**src/rtl/proc_datapath.sv**
```systemverilog
// proc_datapath: 8-bit accumulator datapath with PC, ACC, IR, carry/zero
// flags and a 5-bit-opcode ALU. Control comes from an external decoder.
// Optional build macro DP_OUT_LATCH_EN adds an IO output latch
// (io_out / io_valid) that captures ACC on every write to IO space.
module proc_datapath (
    input  logic       clk,
    input  logic       clr,
    input  logic       rw,
    input  logic [4:0] alu,
    input  logic       muxa,
    input  logic       muxb,
    input  logic       muxc,
    input  logic       en_ir,
    input  logic       en_da,
    input  logic       en_pc,
    input  logic [7:0] mem_rdata,
    output logic [7:0] mem_addr,
    output logic [7:0] mem_wdata,
    output logic       mem_we,
    output logic [7:0] ir,
    output logic       carry,
    output logic       zero
`ifdef DP_OUT_LATCH_EN
    ,
    output logic [7:0] io_out,
    output logic       io_valid
`endif
);

    localparam logic [4:0] OP_ADD   = 5'b00000;
    localparam logic [4:0] OP_AND   = 5'b00001;
    localparam logic [4:0] OP_PASSA = 5'b00010;
    localparam logic [4:0] OP_PASSB = 5'b00011;
    localparam logic [4:0] OP_SUB   = 5'b01100;
    localparam logic [4:0] OP_INC   = 5'b10100;

    logic [7:0] pc_r;
    logic [7:0] acc_r;
    logic [7:0] ir_r;
    logic       carry_r;
    logic       zero_r;

    logic [7:0] opa_s;
    logic [7:0] opb_s;
    logic [8:0] alu_wide_s;
    logic [7:0] alu_res_s;
    logic       carry_upd_s;
    logic       carry_nxt_s;
    logic [7:0] addr_s;

    // Operand selection: A from PC or ACC, B from IR immediate nibble or memory
    always_comb begin
        if (muxa) begin
            opa_s = pc_r;
        end else begin
            opa_s = acc_r;
        end
        if (muxb) begin
            opb_s = {4'h0, ir_r[3:0]};
        end else begin
            opb_s = mem_rdata;
        end
    end

    // 9-bit ALU; bit 8 carries the add carry-out or the subtract borrow
    always_comb begin
        carry_upd_s = 1'b0;
        carry_nxt_s = carry_r;
        case (alu)
            OP_ADD: begin
                alu_wide_s  = {1'b0, opa_s} + {1'b0, opb_s};
                carry_upd_s = 1'b1;
                carry_nxt_s = alu_wide_s[8];
            end
            OP_AND: begin
                alu_wide_s  = {1'b0, opa_s & opb_s};
                carry_upd_s = 1'b1;
                carry_nxt_s = 1'b0;
            end
            OP_PASSA: begin
                alu_wide_s = {1'b0, opa_s};
            end
            OP_PASSB: begin
                alu_wide_s = {1'b0, opb_s};
            end
            OP_SUB: begin
                // Borrow shows up in bit 8; carry means "no borrow" (A >= B)
                alu_wide_s  = {1'b0, opa_s} - {1'b0, opb_s};
                carry_upd_s = 1'b1;
                carry_nxt_s = ~alu_wide_s[8];
            end
            OP_INC: begin
                alu_wide_s = {1'b0, opa_s} + 9'd1;
            end
            default: begin
                alu_wide_s = {1'b0, opa_s};
            end
        endcase
        alu_res_s = alu_wide_s[7:0];
    end

    // Address mux: IO page 0xF0-0xFF from the IR nibble, otherwise PC
    always_comb begin
        if (muxc) begin
            addr_s = {4'hF, ir_r[3:0]};
        end else begin
            addr_s = pc_r;
        end
    end

    // Architectural registers: each enabled register takes this cycle's values
    always_ff @(posedge clk or negedge clr) begin
        if (!clr) begin
            pc_r  <= 8'h00;
            acc_r <= 8'h00;
            ir_r  <= 8'h00;
        end else begin
            if (en_ir) begin
                ir_r <= mem_rdata;
            end
            if (en_da) begin
                acc_r <= alu_res_s;
            end
            if (en_pc) begin
                pc_r <= alu_res_s;
            end
        end
    end

    // Flags follow ACC writes only; carry only for add, sub and and
    always_ff @(posedge clk or negedge clr) begin
        if (!clr) begin
            carry_r <= 1'b0;
            zero_r  <= 1'b0;
        end else if (en_da) begin
            zero_r <= (alu_res_s == 8'h00);
            if (carry_upd_s) begin
                carry_r <= carry_nxt_s;
            end
        end
    end

`ifdef DP_OUT_LATCH_EN
    logic [7:0] io_out_r;
    logic       io_valid_r;

    // IO latch: capture ACC on a write to IO space, flag valid for one cycle
    always_ff @(posedge clk or negedge clr) begin
        if (!clr) begin
            io_out_r   <= 8'h00;
            io_valid_r <= 1'b0;
        end else begin
            io_valid_r <= rw & muxc;
            if (rw && muxc) begin
                io_out_r <= acc_r;
            end
        end
    end

    assign io_out   = io_out_r;
    assign io_valid = io_valid_r;
`endif

    assign mem_addr  = addr_s;
    assign mem_wdata = acc_r;
    assign mem_we    = rw;
    assign ir        = ir_r;
    assign carry     = carry_r;
    assign zero      = zero_r;

endmodule

```
**config.mk**
```make
export PLATFORM = sky130hd
export DESIGN_NAME = proc_datapath
export DESIGN_NICKNAME = d
export VERILOG_FILES = /design/src/rtl/proc_datapath.sv
export SDC_FILE = /design/constraint.sdc
export NUM_CORES = 1
export LEC_CHECK = 0
export BUFFER_PORTS_ARGS = -buffer_cell sky130_fd_sc_hd__buf_2
export CAP_MARGIN = 25
export CORE_UTILIZATION = 58
export CTS_BUF_LIST = sky130_fd_sc_hd__clkbuf_8
export CTS_CLUSTER_DIAMETER = 150
export DETAILED_ROUTE_END_ITERATION = 8
export GPL_ROUTABILITY_DRIVEN = 0
export PLACE_DENSITY = 0.95
export REMOVE_ABC_BUFFERS = 1
export SETUP_SLACK_MARGIN = 0.02
export SKIP_LAST_GASP = 1
export SLEW_MARGIN = 15
export SYNTH_ARGS = -nofsm -noshare
export SYNTH_HDL_FRONTEND = slang
export SYNTH_SLANG_ARGS = --single-unit
export TNS_END_PERCENT = 20
```
**constraint.sdc**
```tcl
create_clock -name clk -period 8.2 [get_ports clk]
set_input_delay 1.64 -clock clk [delete_from_list [all_inputs] [get_ports clk]]
set_output_delay 1.64 -clock clk [all_outputs]
set_load 0.01 [all_outputs]
```
## Yosys cells after proc, flatten, opt, wreduce, memory -nomap -nowiden

Index checks and enable logic that the tools add are counted.

- Bitwise logic cells: 2
- Muxes and demuxes: 6
- Reductions and logical operators: 5
- Equality and inequality tests: 4
- Add/sub/neg operators: 3

Operators by type and width:

| operator | number |
|---|---|
| case mux 8 bit (5 select lines) | 1 |
| 2-to-1 mux 8 bit | 3 |
| adder 8 x 8 -> 9 bit | 1 |
| subtractor 8 x 8 -> 9 bit | 1 |
| adder 8 x 1 -> 8 bit (second input constant) | 1 |
| bitwise AND 8 bit | 1 |
| logical NOT 8 bit | 1 |
| equality test 5 x 1 -> 1 bit (second input constant) | 1 |
| equality test 5 x 2 -> 1 bit (second input constant) | 1 |
| equality test 5 x 4 -> 1 bit (second input constant) | 1 |
| equality test 5 bit (second input constant) | 1 |
| logical NOT 5 bit | 1 |
| case mux 1 bit (3 select lines) | 1 |
| AND reduction 3 bit | 1 |
| nonzero test 3 bit | 1 |
| OR reduction 3 bit | 1 |
| 2-to-1 mux 1 bit | 1 |
| inverter 1 bit | 1 |

- Output and inout bits: 27
- Word-level logic and storage cells: 25
- Register bits after elaboration: 26

## Longest topological paths before layout

Gate-level depths: netlist of the first run.

- Depth in word-level cells: 4
- Gate-level depth with buffers: 12
- Mapped depth without buffers: 12

## Worst setup path before layout of the first run

OpenSTA, ideal clock, no wires.

- Kind: input -> register
- Start point: input port muxb
- End point: register zero_r (netlist: zero)
- Stages: 11
- Data required time: 8.096 ns
- Arrival time: 4.079 ns
- Path buffers: 1
- Slack: 4.018 ns
- Cell sequence: clkbuf_1 mux2_1 ha_1 fa_1 nand3b_1 nand2_1 a221oi_1 a221o_1 o21ai_0 o211ai_1 o41ai_2

- Word-level cells in the longest chain between the ends: 4
- Elaborated cells on any way between the ends: 6
- Classes of those cells: add/sub (2); mux (2); bitwise (1); reduce/logical (1)

RTL lines:

| item | line | RTL |
|---|---|---|
| start, declared | 11 | `input logic muxb,` |
| 2-to-1 mux 8 bit * | 58 | `if (muxb) begin` |
| subtractor 8 x 8 -> 9 bit, or another cell as far along | 88 | `alu_wide_s = {1'b0, opa_s} - {1'b0, opb_s};` |
| case mux 8 bit (5 select lines) * | 69 | `case (alu)` |
| logical NOT 8 bit * | 136 | `zero_r <= (alu_res_s == 8'h00);` |
| end signal, assigned | 136 |  |
| end, declared | 41 | `logic zero_r;` |

Mark *: on every way between the ends. The rest lies on a longest branch, timed or not.
A chain may end at the register's enable or synchronous reset.

## Worst setup path after layout of the first run

- Start point: input port muxa
- End point: register zero_r (netlist: zero)

- Word-level cells in the longest chain between the ends: 4
- Elaborated cells on any way between the ends: 7
- Classes of those cells: add/sub (3); mux (2); bitwise (1); reduce/logical (1)

RTL lines:

| item | line | RTL |
|---|---|---|
| start, declared | 10 | `input logic muxa,` |
| 2-to-1 mux 8 bit * | 53 | `if (muxa) begin` |
| adder 8 x 1 -> 8 bit, or another cell as far along | 93 | `alu_wide_s = {1'b0, opa_s} + 9'd1;` |
| case mux 8 bit (5 select lines) * | 69 |  |
| logical NOT 8 bit * | 136 |  |

Marks and branches as above.

==> results.yml, run 1 <==
detailed_routing:
  ant_nets: 0
  first_pass_iters: 5
  num_vias: 2395
  drc: 0
  wl_per_cell_um: 18.6
  drt_iter0_markers: 231
  vias_per_cell: 6.56
  routed_wirelength_mm: 6.78
floorplanning:
  die-area_um2: 4600
  io_pins: 49
  die_h_um: 67.8
  coreArea_um2: 4090
  rows: 23
  start_util_pct: 61.5
  die_w_um: 67.8
global_route:
  grt_max_degree: 27
  grt_pass1_vias: 2171
  track_usage_pct: 30.3
  grt_pass1_wl_mm: 10.3
  grt_antenna_before_repair: 0
  grt-ovfl-total: 0
critical_path:
  r2r_start: "pc_r[1]"
  slowest_delay_ns: 0.68
  rr_endpoint: "zero"
  crit_path_end_kind: "flip-flop"
  crit_chain: "buf_2, mux2i_1, inv_1, ha_1, nor2b_1, o21ai_0, nand3b_1, a221oi_1, a21oi_1, or3_1, o41ai_2"
  worstSetupStartpointType: "primary input"
  cp.required_ns: 8.38
  crit_fanout: 12
  rrSetupSlack_ns: 4.91
  crit_arrival_ns: 4.74
  worst-setup-path-type: "in -> reg"
  r2r_cells: 10
  cp_slowest_cell: "mux2i_1"
layout:
  nFillCells: 295
  final_core_util_pct: 67.9
  area_growth_pct: 10.4
  diodes: 0
  nets: 357
  instances_no_fill: 365
  layout-drive-gt1-share_pct: 27.3
synth:
  yosysTopAreaCell: "dfrtp_1"
  syn_avg_cell_area_um2: 8.94
  ys_seq_area_share_pct: 25.9
  postSynthCellCount: 281
  synthTopCellsByCount: "nor2_1 (27), dfrtp_1 (26), mux2_2 (24), inv_1 (20), a21oi_1 (18)"
  synth_edf_count: 0
  yosysMostFrequentCell: "nor2_1"
  ys_ff_latch: 26
  yosysTopAreaCellShare_pct: 25.9
  synth_area_um2: 2510
  ys_types: 54
  synthArstFlopShare_pct: 100
  yosysWarningCount: 0
  synth_ff_type: "dfrtp_1"
  synth_area_leaders: "dfrtp_1 (26%), mux2_2 (11%), ha_1 (8.5%), mux2i_1 (5.6%), nor2_1 (4.0%)"
worst_hold_path:
  hp-start: "ir[4]"
  hold_end: "ir[4]"
  hold_depth: 1
  hold_class: "reg -> reg"
power:
  leakage_nw: 1.26
  power_mw: 0.637
  vdd_drop_max_mv: 0.139
  pwr_density_cell_nw_per_um2: 230
clock_network:
  numCtsBuffers: 3
  cts_tree: "done"
  numClockSinks: 26
  cts_setup_buffers: 0
  clk_latency_ns: 0.28
  clkTransAtPathRegs_ns: 0.09
  clock_path_buffers: 2
  root_buffer: "clkbuf_8"
  ctsResizeCount: 0
  cts_hold_buf: 0
  htree_levels: 1
timing:
  min_period_over_period_pct: 55.6
  drv_slew: 0
  finalWorstSetupSlack_ns: 3.64
  setup_viol: 0
  fin_tns_setup_ns: 0
  finalCriticalPeriod_ns: 4.56
  fmax_mhz: 219
  hold_viol_final: 0
  rsz0062_at_grt: "false"
  tightestPinTransition_ns: 0.991
  fin_skew_ns: 0.00582
  slew_headroom_pct: 33.8
place:
  port_buffers: 46
  dpl.hpwl_mm: 5.20
  dp_slack_ns: 3.47
  placedCellCount: 361
job:
  cap_violations: 0
outcome:
  status: "completed"
-- cells by family (layout without fill, tap and decap cells) --
logic type / after synthesis / count (layout) / synth area share, %
fa+ha+maj: 19 / 19 / 10.1
compound gates: 72 / 72 / 21.5
simple gates: 88 / 88 / 19.0
xor+xnor: 1 / 1 / 0.349
mux: 39 / 39 / 16.8
buf+inv: 36 / 70 / 6.42
flops: 26 / 26 / 25.9
-- registers in the layout (all words and copies together), names as in the netlist --
name / cells
ir: 8
mem_wdata: 8
pc_r: 8
carry: 1
zero: 1
-- report_power, final --
part           leakage, nW  total, mW  internal (mW)  switching [mW]
clock               0.0288     0.0849         0.0430          0.0419
combinational        0.925      0.362          0.153           0.210
sequential           0.301      0.190          0.160          0.0294
-- placed cells by master, fill, tap and decap left out, types with 6 or more instances in the layout --
master / n
dfrtp_1: 26
nor2_1: 27
inv_1: 20
buf_2: 46
ha_1: 17
mux2_2: 24
mux2i_1: 14
nor2b_1: 6
nor3_1: 8
a21oi_1: 18
nand2_1: 10
o21ai_0: 9
-- layout make-up --
class	count	area [um^2]	share of cell area [%]
Clock buffer	4	55.1	1.98
Inverter	20	75.1	2.71
Multi-Input combinational cell	219	1700	61.3
Sequential cell	26	651	23.5
Tap cell	50	62.6	2.26
Timing Repair Buffer	46	230	8.30
-- through the flow --
stage,area [um^2],hold WS [ns]
global route,2770,0.535
detailed placement,2720,0.490
finish,2770,0.515
global placement,2720,0.486
CTS,2770,0.510
floorplan,2430,0.490
-- worst max-delay path by stage --
stage / slack, ns / start / to / cells after the start
final: 3.64 / muxa / zero / 11
after CTS: 3.68 / muxa / zero / 11
after floorplan: 4.12 / muxa / zero / 9
after detailed placement: 3.47 / muxa / zero / 11
after global placement: 3.55 / muxa / zero / 11
after global routing: 3.40 / muxa / zero / 11
-- metal layers --
| metal | vias up | wire length [um] | global-route usage (%) |
|---|---|---|---|
| li1 | 1096 | - | - |
| met1 | 1141 | 2720 | 37.8 |
| met2 | 136 | 3350 | 51.9 |
| met3 | 22 | 556 | 6.17 |
| met4 | 0 | 151 | 10.2 |
| met5 | - | 0 | 0 |
-- critical path, delay by kind of cell --
family	cells	cell delay (ns)
compound gates	4	1.00
mux	1	0.68
simple gates	3	0.58
buf+inv	2	0.44
fa+ha+maj	1	0.40
Power figures use the tool's default switching activity.
==> run 2: changes to the inputs <==
CORE_UTILIZATION = 52   (was 58)
PLACE_DENSITY = 0.91   (was 0.95)
clock period = 3.85 ns   (was 8.2 ns; I/O delays follow)
==> run 2 against run 1 <==
- design area up 0.41%
- combinational power up 110%
- clock power increased by 87%
- total power rose by 110%
- worst setup slack got worse by 3.3 ns
- worst hold slack worse by 0.037 ns
- critical path depth did not move
- final cell count increased by 1.1%
- sequential power grew 110%
- flip-flop and latch count unchanged
- clock skew increased by 0.0086 ns
- via count is 2.3% lower
- critical path type unchanged
- critical endpoint unchanged
- largest power group unchanged
==> results.yml, run 2 (synthesis results as in run 1) <==
detailed_routing:
  drt_iter0_markers: 201
  ant_nets: 0
  vias_per_cell: 6.34
  wl_met3_um: 428
  num_vias: 2340
  met1Wirelength_mm: 2.80
  drc: 0
  wl_per_cell_um: 16.9
  routed_wirelength_mm: 6.22
  top_layer_used: "met4"
  first_pass_iters: 8
  wl_met2_mm: 2.86
place:
  port_buffers: 46
  dpl.hpwl_mm: 4.81
  placed_area_um2: 2740
floorplanning:
  start_util_pct: 55.8
  coreArea_um2: 4500
  rows: 24
  io_pins: 49
  die-area_um2: 5110
  die_h_um: 71.5
  die_w_um: 71.5
clock_network:
  clock_path_buffers: 2
  clkTransAtPathRegs_ns: 0.10
  numClockSinks: 26
  cts_setup_buffers: 0
  cts_hold_buf: 0
  root_buffer: "clkbuf_8"
  ctsResizeCount: 0
  numCtsBuffers: 3
  cts_tree: "done"
  clk_latency_ns: 0.27
  htree_levels: 1
power:
  leakage_nw: 1.26
  p_sw_mw: 0.581
  power_mw: 1.32
  combPwrFrac_pct: 57.5
  p_sw_share_pct: 43.9
  power.share.clock_pct: 12.0
  seqPwrFrac_pct: 30.4
  vdd_drop_max_mv: 0.283
  intPower_mw: 0.740
  pwr_density_cell_nw_per_um2: 474
critical_path:
  worstSetupStartpointType: "primary input"
  critPathLaunch: "muxa"
  r2r_cells: 10
  crit_path_end_kind: "flip-flop"
  cp.required_ns: 4.03
  worst-setup-path-type: "in -> reg"
  crit_arrival_ns: 3.73
  r2r_start: "pc_r[2]"
  crit_fanout: 12
layout:
  final_core_util_pct: 61.8
  seq_area_um2: 651
  area_growth_pct: 10.9
  diodes: 0
  nets: 360
  stdcell_area_um2: 2790
  layout_common_cells: "buf_2 (46), nor2_1 (27), dfrtp_1 (26), mux2_2 (24), inv_1 (20)"
  layout-drive-gt1-share_pct: 27.8
  nFillCells: 369
  final_common_cell: "buf_2"
  multi_input_area_um2: 1700
timing:
  fin_skew_ns: 0.0145
  slew_headroom_pct: 55.0
  fin_tns_setup_ns: 0
  hold_viol_final: 0
  min_period_over_period_pct: 92.0
  setup_viol: 0
  tightestPinTransition_ns: 0.659
  hold_ws_ns: 0.478
  finalCriticalPeriod_ns: 3.54
  rsz0062_at_grt: "false"
  drv_slew: 0
  fmax_mhz: 282
job:
  cap_violations: 0
worst_hold_path:
  hold_class: "in -> async"
global_route:
  grt_pass1_wl_mm: 10.3
  grt_pass1_vias: 2154
  grt_antenna_before_repair: 0
  grt-ovfl-total: 0
  grt_max_degree: 27
  track_usage_pct: 25.4
outcome:
  status: "completed"
-- run 2: changes by cell type in the layout (fill, tap and decap cells not counted) --
| cell | previous run | this run |
|---|---|---|
| buf_4 | 0 | 3 |
| clkbuf_8 | 4 | 3 |
-- run 2: cell type report --
type | instances | share of cell area (%)
Timing Repair Buffer | 49 | 9.07
Tap cell | 52 | 2.34
Clock buffer | 3 | 1.48
Multi-Input combinational cell | 219 | 61.1
Inverter | 20 | 2.70
Sequential cell | 26 | 23.4
-- run 2: worst max-delay path, stage by stage --
cell	delay, ns
buf_2	0.24
mux2i_1	0.45
inv_1	0.17
ha_1	0.44
nor3_1	0.21
nor3_1	0.11
o31ai_1	0.36
o22ai_1	0.14
o21ai_0	0.31
o211ai_1	0.17
o41ai_2	0.35
-- run 2: per-layer routing --
layer  global-route usage [%]  up-vias
met4                     6.54        0
met3                     3.94       18
met2                     41.3      115
li1                         -     1096
met1                     35.7     1111
met5                        0        -
-- run 2: final timing paths --
check,endpoint,slack [ns]
worst min-delay path,carry,0.48
min in group clk,zero,0.51
max in group asynchronous,mem_wdata[1],2.96
worst max register to register,zero,0.70
worst min register to register,zero,0.51
worst max-delay path,zero,0.31
-- run 2: power groups by stage --
stage | registers (mW) | logic [mW] | clock network, mW
finish | 0.402 | 0.760 | 0.159
global route | 0.411 | 0.844 | 0.165
CTS | 0.402 | 0.749 | 0.157
detailed placement | 0.408 | 0.744 | 0
global placement | 0.402 | 0.723 | 0
floorplan | 0.412 | 0.523 | 0
-- run 2: stage by stage --
stage,worst slack (ns),instances
4_1_cts,0.387,369
2_1_floorplan,0.638,265
3_5_place_dp,0.111,366
6_report,0.306,369
3_3_place_gp,0.320,366
5_1_grt,0.166,369
